$ cat src/rtl/result_hex_display.sv
// Captures a 32-bit result word, converts it to sign-magnitude and scans it
// across a multiplexed seven-segment display. Optional macro: BLANK_LEADING_EN.
module result_hex_display #(
    parameter int NUM_DIGITS = 8,
    parameter int SCAN_DIV   = 4
) (
    input  logic                  clk,
    input  logic                  rst,
    input  logic                  load,
    input  logic [31:0]           value,
    input  logic                  signed_mode,
    output logic                  ready,
    output logic                  busy,
    output logic [6:0]            seg_digit,
    output logic [6:0]            seg_neg,
    output logic [NUM_DIGITS-1:0] digit_sel,
    output logic                  overflow
);

    localparam int IDX_W = (NUM_DIGITS > 1) ? $clog2(NUM_DIGITS) : 1;
    localparam int DIV_W = (SCAN_DIV > 1) ? $clog2(SCAN_DIV) : 1;
    localparam logic [IDX_W-1:0] LAST_IDX = IDX_W'(NUM_DIGITS - 1);
    localparam logic [DIV_W-1:0] LAST_DIV = DIV_W'(SCAN_DIV - 1);

    typedef enum logic [1:0] {
        IDLE = 2'd0,
        CONV = 2'd1,
        SCAN = 2'd2
    } state_t;

    state_t                  state_reg, state_next;
    logic [31:0]             value_reg, value_next;
    logic                    signed_reg, signed_next;
    logic [31:0]             mag_reg, mag_next;
    logic                    neg_reg, neg_next;
    logic [NUM_DIGITS-1:0]   blank_reg, blank_next;
    logic [IDX_W-1:0]        idx_reg, idx_next;
    logic [DIV_W-1:0]        div_reg, div_next;
    logic [6:0]              seg_digit_reg, seg_digit_next;
    logic [6:0]              seg_neg_reg, seg_neg_next;
    logic [NUM_DIGITS-1:0]   digit_sel_reg, digit_sel_next;
    logic                    overflow_reg, overflow_next;

    logic                    conv_neg;
    logic [31:0]             conv_mag;
    logic                    conv_ovf;
    logic [NUM_DIGITS-1:0]   conv_blank;
    logic [3:0]              nib [NUM_DIGITS];
    logic [IDX_W-1:0]        idx_adv;
    logic [DIV_W-1:0]        div_adv;

    function automatic logic [6:0] enc(input logic [3:0] n);
        case (n)
            4'h0: enc = 7'b1111110;
            4'h1: enc = 7'b0110000;
            4'h2: enc = 7'b1101101;
            4'h3: enc = 7'b1111001;
            4'h4: enc = 7'b0110011;
            4'h5: enc = 7'b1011011;
            4'h6: enc = 7'b1011111;
            4'h7: enc = 7'b1110000;
            4'h8: enc = 7'b1111111;
            4'h9: enc = 7'b1111011;
            4'hA: enc = 7'b1110111;
            4'hB: enc = 7'b0011111;
            4'hC: enc = 7'b1001110;
            4'hD: enc = 7'b0111101;
            4'hE: enc = 7'b1001111;
            default: enc = 7'b1000111;
        endcase
    endfunction

    // 0x80000000 negates to itself, which is exactly the unsigned magnitude wanted.
    assign conv_neg = signed_reg & value_reg[31];
    assign conv_mag = conv_neg ? (~value_reg + 32'd1) : value_reg;
    assign conv_ovf = |(conv_mag >> (4 * NUM_DIGITS));

    generate
        for (genvar gi = 0; gi < NUM_DIGITS; gi++) begin : g_digit
            assign nib[gi] = mag_reg[4*gi +: 4];
`ifdef BLANK_LEADING_EN
            if (gi == 0) begin : g_keep
                assign conv_blank[gi] = 1'b0;
            end else begin : g_blank
                assign conv_blank[gi] = ((conv_mag >> (4 * gi)) == 32'd0);
            end
`else
            assign conv_blank[gi] = 1'b0;
`endif
        end
    endgenerate

    always_comb begin
        idx_adv = idx_reg;
        div_adv = div_reg + DIV_W'(1);
        if (div_reg == LAST_DIV) begin
            div_adv = '0;
            idx_adv = (idx_reg == LAST_IDX) ? '0 : idx_reg + IDX_W'(1);
        end
    end

    always_comb begin
        state_next     = state_reg;
        value_next     = value_reg;
        signed_next    = signed_reg;
        mag_next       = mag_reg;
        neg_next       = neg_reg;
        blank_next     = blank_reg;
        idx_next       = idx_reg;
        div_next       = div_reg;
        seg_digit_next = seg_digit_reg;
        seg_neg_next   = seg_neg_reg;
        digit_sel_next = digit_sel_reg;
        overflow_next  = overflow_reg;

        case (state_reg)
            IDLE: begin
                seg_digit_next = '0;
                seg_neg_next   = '0;
                digit_sel_next = '0;
                overflow_next  = 1'b0;
                if (load) begin
                    value_next  = value;
                    signed_next = signed_mode;
                    state_next  = CONV;
                end
            end
            CONV: begin
                mag_next          = conv_mag;
                neg_next          = conv_neg;
                blank_next        = conv_blank;
                idx_next          = '0;
                div_next          = '0;
                digit_sel_next    = '0;
                digit_sel_next[0] = 1'b1;
                seg_digit_next    = enc(conv_mag[3:0]);
                seg_neg_next      = conv_neg ? 7'b0000001 : 7'b0000000;
                overflow_next     = conv_ovf;
                state_next        = SCAN;
            end
            SCAN: begin
                if (load) begin
                    value_next     = value;
                    signed_next    = signed_mode;
                    seg_digit_next = '0;
                    seg_neg_next   = '0;
                    digit_sel_next = '0;
                    overflow_next  = 1'b0;
                    state_next     = CONV;
                end else begin
                    idx_next                = idx_adv;
                    div_next                = div_adv;
                    digit_sel_next          = '0;
                    digit_sel_next[idx_adv] = 1'b1;
                    seg_digit_next          = blank_reg[idx_adv] ? 7'b0000000 : enc(nib[idx_adv]);
                end
            end
            default: state_next = IDLE;
        endcase
    end

    always_ff @(posedge clk) begin
        if (rst) begin
            state_reg     <= IDLE;
            value_reg     <= '0;
            signed_reg    <= 1'b0;
            mag_reg       <= '0;
            neg_reg       <= 1'b0;
            blank_reg     <= '0;
            idx_reg       <= '0;
            div_reg       <= '0;
            seg_digit_reg <= '0;
            seg_neg_reg   <= '0;
            digit_sel_reg <= '0;
            overflow_reg  <= 1'b0;
        end else begin
            state_reg     <= state_next;
            value_reg     <= value_next;
            signed_reg    <= signed_next;
            mag_reg       <= mag_next;
            neg_reg       <= neg_next;
            blank_reg     <= blank_next;
            idx_reg       <= idx_next;
            div_reg       <= div_next;
            seg_digit_reg <= seg_digit_next;
            seg_neg_reg   <= seg_neg_next;
            digit_sel_reg <= digit_sel_next;
            overflow_reg  <= overflow_next;
        end
    end

    assign ready     = (state_reg != CONV);
    assign busy      = (state_reg == CONV);
    assign seg_digit = seg_digit_reg;
    assign seg_neg   = seg_neg_reg;
    assign digit_sel = digit_sel_reg;
    assign overflow  = overflow_reg;

endmodule

$ cat config.mk
export PLATFORM = sky130hd
export DESIGN_NAME = result_hex_display
export DESIGN_NICKNAME = d
export VERILOG_FILES = /design/src/rtl/result_hex_display.sv
export SDC_FILE = /design/constraint.sdc
export NUM_CORES = 1
export LEC_CHECK = 0
export BUFFER_PORTS_ARGS = -buffer_cell sky130_fd_sc_hd__buf_4
export CAP_MARGIN = 20
export CORE_ASPECT_RATIO = 1.4
export CORE_MARGIN = 4
export CORE_UTILIZATION = 43
export DETAILED_ROUTE_END_ITERATION = 8
export PLACE_DENSITY_LB_ADDON = 0.1
export SLEW_MARGIN = 40
export SYNTH_ARGS = -nofsm -noshare
export SYNTH_HDL_FRONTEND = slang
export SYNTH_SLANG_ARGS = --single-unit
$ cat constraint.sdc
create_clock -name clk -period 3.6 [get_ports clk]
set_input_delay 0.36 -clock clk [delete_from_list [all_inputs] [get_ports clk]]
set_output_delay 0.36 -clock clk [all_outputs]
set_load 0.02 [all_outputs]
Yosys cells after proc, flatten, opt, wreduce, memory -nomap -nowiden
Memories as Yosys holds them, arrays and structs flattened.
Cells that the tools add are included.
{ "word_totals": {"elab_cells": 67, "regBits": 95, "input_bits": 36, "output_inout_bits": 25, "mem_count": 3, "mem_bits_ro": 232} }
{ "mem_list": {"columns": ["memory", "depth", "width", "rd", "rd_clocked_by_memory_dff", "wr", "line_no", "text"], "rows": [
  ["(no name shown)", 16, 7, 1, 0, 0, "53", "case (n)"],
  ["(no name shown)", 16, 7, 1, 0, 0, "53", null],
  ["(no name shown)", 8, 1, 1, 0, 0, "155", "seg_digit_next = blank_reg[idx_adv] ? 7'b0000000 : enc(nib[idx_adv]);"]
]} }
{ "op_classes": {"bitwise_logic": 3, "add_sub_neg": 3, "eq_ne": 8, "n_mux": 26, "magnitude_cmp": 3, "n_reduce_logical": 11} }
{ "op_table": {"columns": ["op", "count"], "rows": [
  ["$pmux W7 S3", 2],
  ["$add A32 B1 Y32 const B", 1],
  ["$mux W32", 1],
  ["$not A32 Y32", 1],
  ["$pmux W8 S3", 1],
  ["$mux W7", 3],
  ["$bmux W4 S3", 1],
  ["$mux W3", 3],
  ["$mux W4", 2],
  ["$mux W8", 1],
  ["$pmux W2 S2", 2],
  ["$reduce_and A2 Y1", 4],
  ["$mux W2", 3],
  ["$pmux W3 S2", 1],
  ["$eq A2 B2 Y1 const B", 2],
  ["$ge A4 B4 Y1 const B", 1],
  ["$lt A3 B4 Y1 const B", 1],
  ["$mux W1", 4],
  ["$ne A2 B1 Y1 const B", 2],
  ["$ne A2 B2 Y1 const B", 2],
  ["$not A3 Y4", 1],
  ["$reduce_bool A2 Y1", 2],
  ["$reduce_or A2 Y1", 2],
  ["$add A3 B1 Y3 const B", 1],
  ["other kinds (10)", 10]
]} }

Longest topological paths before layout
An unclocked memory read counts as a cell.
{ "depth": {"word_depth": 11, "mapped_depth": 13, "mapped_depth_nobuf": 12} }

Worst setup path after synthesis
Ideal clock, no wire load.
{ "synth_path": {"path_type": "register to register", "startpoint": "register idx_reg[1]", "endpoint": "register seg_digit_reg[3] (netlist: seg_digit[3])", "setup_ns": 0.129, "path_buffers": 1, "synth_period_minus_slack_ns": 3.457, "arrival_ns": 3.327, "t_required_ns": 3.471, "stages_incl_launch_ff": 13, "path_slack_ns": 0.143, "cell_sequence": "dfxtp_1 -> ha_1 -> ha_1 -> or3b_2 -> buf_2 -> nand2_2 -> mux2_2 -> a2111oi_2 -> ha_1 -> inv_1 -> nor4_1 -> a2111o_1 -> o211ai_1"} }
{ "synth_between": {"elab_chain_cells": 11, "word_cells_on_any_way": 14, "classes_between": "add/sub: 1; eq/ne: 1; mux: 9; bitwise: 1; memory: 2"} }
{ "synth_lines": {"columns": ["element", "line_no", "text"], "rows": [
  ["start, declared", "37", "logic [IDX_W-1:0] idx_reg, idx_next;"],
  ["start signal, assigned", "183", "idx_reg <= idx_next;"],
  ["$add A3 B1 Y3 / $eq A3 B3 Y1 (equally long branches)", "98", "idx_adv = (idx_reg == LAST_IDX) ? '0 : idx_reg + IDX_W'(1);"],
  ["$mux W3", "98", null],
  ["$mux W3 (*)", "96", "if (div_reg == LAST_DIV) begin"],
  ["$not A3 Y4 (implied by the code)", "155", null],
  ["$bmux W4 S3", "155", null],
  ["$mux W4 (implied by the code) (2 in a row)", "155", null],
  ["$mem_v2 Z16 W7", null, null],
  ["$mux W7 (*)", "155", null],
  ["$mux W7 (*)", "142", "if (load) begin"],
  ["$pmux W7 S3 (*)", "116", "case (state_reg)"],
  ["end signal, assigned", "185", "seg_digit_reg <= seg_digit_next;"],
  ["end, declared", "39", "logic [6:0] seg_digit_reg, seg_digit_next;"]
]} }
Mark *: on every way between the ends. The rest lies on a longest branch, timed or not. The select of a mux whose other input is x is not followed.
A chain may end at the register's enable or synchronous reset.

Worst setup path in the final report
{ "layout_path": {"startpoint": "register idx_reg[1]", "endpoint": "register seg_digit_reg[1] (netlist: seg_digit[1])"} }
The elaborated chain is that of the path after synthesis.

==> impl_metrics.json <==
{
  "status": "completed",
  "netSwitchingPower_w": 0.000713,
  "drv_slew": 0,
  "yosysSeqAreaShare": 0.364,
  "fin_setup_tns_ns": 0,
  "n_antenna_cell": 0,
  "pre_cts_ws_ns": 0.158,
  "synth_cell_type_count": 61,
  "synth-edff-count": 0,
  "netlist_area_mm2": 0.00484,
  "postCtsSetupBuffers": 0,
  "nFillCells": 1112,
  "grt_start_max_net_pins": 72,
  "synthFlopType": "dfxtp_1",
  "switching_share": 0.288,
  "synth_area_leader_cell": "dfxtp_1",
  "clock_sinks": 88,
  "area_growth_syn_to_layout_pct": 16.6,
  "worstPathRequired_ns": 3.86,
  "avgViaCountPerCell": 5.53,
  "wirelength_mm": 12.6,
  "crit_path_end_kind": "register",
  "avgSynthCellArea_um2": 8.00,
  "whs_path_depth": 3,
  "combPwrFrac": 0.170,
  "chipHeight_um": 134,
  "finalPower_w": 0.00248,
  "num_rows": 45,
  "dieArea_mm2": 0.0130,
  "ff2ff_path_depth": 13,
  "ff2ff_setup_slack_ns": 0.15,
  "ant_nets": 0,
  "power_leakage_nw": 2.18,
  "pwr-share-clk": 0.386,
  "async_flop_share": 0,
  "dieWidth_um": 97.7,
  "final_core_util": 0.516,
  "grt_pass1_vias": 4133,
  "power_density_mw_per_mm2": 439,
  "period_share": 0.958,
  "critPathCapture": "seg_digit[1]",
  "clk_latency_ns": 0.34,
  "yosys_warnings": 0,
  "fp.coreArea_mm2": 0.0109,
  "portBuffers": 53,
  "skew_ns": 0.00760,
  "reg2reg_from": "idx_reg[1]",
  "yosysMostFrequentCell": "nand2_1",
  "synthTopCellsByArea": "dfxtp_1 36%, nand2_1 7.6%, a21oi_1 5.8%",
  "p_int_w": 0.00176,
  "cts_tree": "built",
  "fmax_ghz": 0.290,
  "period_minus_slack_ns": 3.45,
  "post_cts_resize_count": 0,
  "grt_util_all_layers": 0.196,
  "cp_max_fo": 10,
  "syn_inst": 605,
  "drc": 0,
  "dpl.hpwl_mm": 9.36,
  "final-hold-violation-count": 0,
  "p_seq_frac": 0.444,
  "antenna_found_initial": 0,
  "cts_hold_buf": 0,
  "worst_slew_pin_slew_ns": 0.756,
  "fin_area_mm2": 0.00564,
  "ys_top_cells_by_count": "98 x nand2_1, 88 x dfxtp_1, 56 x a21oi_1",
  "finalSetupViolCount": 0,
  "htreeDepth": 3,
  "grt.overflow.total": 0,
  "cp.arrival_ns": 3.71,
  "r2r-end": "seg_digit[1]",
  "drt-pass1-iter-count": 4,
  "vias": 4365,
  "setup_ws_ns": 0.150,
  "relSlewSlack": 0.496,
  "initial_core_util": 0.443,
  "avgRoutedWirePerCell_um": 16.0,
  "numCtsBuffers": 9,
  "cp-start-kind": "register",
  "drtIter0Drc": 206,
  "rsz0062_at_grt": "no",
  "clk_pin_slew_ns": 0.07,
  "cts_root_buf": "clkbuf_16",
  "synth_top_area_frac": 0.364,
  "io_pins": 61,
  "ir_drop_mv": 0.273,
  "drive_gt1_frac": 0.148,
  "final_nets": 697,
  "clockBufferDepth": 2,
  "place.gp.congestion": 0.912,
  "synth-seq-cells": 88,
  "crit_start": "idx_reg[1]",
  "path_class": "reg2reg",
  "placed_area_mm2": 0.00533,
  "max-cap-violations": 0,
  "grt_pass1_wl_mm": 20.9,
  "hold_path.class": "in2reg"
}
[stage by stage]
stage	hold WS, ns	cells
finish	0.261	789
global route	0.258	789
CTS	0.247	789
detailed placement	0.441	773
global placement	0.437	773
floorplan	0.417	611
[metal layers]
metal,global-route usage,vias to the layer above,share of wire
met5,0,-,0
met4,0.0570,0,0.021
met3,0.0361,15,0.039
met2,0.338,83,0.50
met1,0.248,2033,0.44
li1,-,2234,-
[kinds of logic after synthesis]
kind of cell             after synthesis  synth area share
AO/OA/AOI/OAI                        176             0.232
XOR/XNOR                              31            0.0561
adder cells (fa/ha/maj)               18            0.0465
buffers and inverters                 56            0.0502
flip-flops                            88             0.364
multiplexers                          17            0.0370
other                                  1          0.000775
AND/OR/NAND/NOR                      218             0.213
[worst min path at each step]
stage	slack [ns]	end	start
global route	0.26	value_reg[0]	value[0]
finish	0.26	value_reg[13]	value[13]
detailed placement	0.44	mag_reg[15]	mag_reg[15]
floorplan	0.42	mag_reg[17]	mag_reg[17]
global placement	0.44	mag_reg[15]	mag_reg[15]
CTS	0.25	value_reg[13]	value[13]
[final cells by class]
class / count / area (um^2) / share of cell area
sequential: 88 / 1760 / 0.312
clock buffer: 12 / 246 / 0.0437
timing repair buffer: 63 / 473 / 0.0839
inverter: 14 / 52.6 / 0.00932
tap: 141 / 176 / 0.0313
multi-input combinational: 467 / 2880 / 0.510
clock inverter: 4 / 52.6 / 0.00932
[power groups by stage]
| stage | Sequential, W | Clock [W] | Combinational, W |
|---|---|---|---|
| final | 0.00110 | 0.000957 | 0.000420 |
| after global routing | 0.00111 | 0.00102 | 0.000472 |
| after CTS | 0.00110 | 0.000980 | 0.000422 |
| after detailed placement | 0.00112 | 0 | 0.000420 |
| after global placement | 0.00112 | 0 | 0.000414 |
| after floorplan | 0.00110 | 0 | 0.000306 |
[critical path, stage by stage (launching register included)]
cell,delay (ns)
dfxtp_1,0.38
ha_1,0.22
ha_1,0.20
or3b_2,0.57
nand2_2,0.25
mux2_2,0.38
a2111oi_2,0.35
buf_4,0.21
inv_1,0.07
ha_1,0.23
inv_1,0.07
o31ai_1,0.08
o211a_1,0.17
o31ai_1,0.20
[layout by cell type, fill, tap and decap left out, types with 3 or more instances in the layout]
cell type / count
a22oi_1: 4
and2_1: 3
nor2_1: 44
a21oi_1: 56
o211a_1: 3
buf_4: 63
and3b_1: 4
nand3_1: 16
nor2b_1: 5
o41ai_1: 5
nand2b_1: 7
or3_1: 4
or4_1: 5
clkbuf_16: 9
a211o_1: 3
a32oi_1: 10
nor3_1: 9
mux2i_1: 10
a31oi_1: 4
conb_1: 7
a211oi_1: 20
xor2_1: 23
o31ai_1: 9
inv_1: 14
ha_1: 18
dfxtp_1: 88
xnor2_1: 8
nand2_1: 98
o21ai_0: 43
mux2_2: 7
Note: power is estimated with default switching activity, not from simulation.
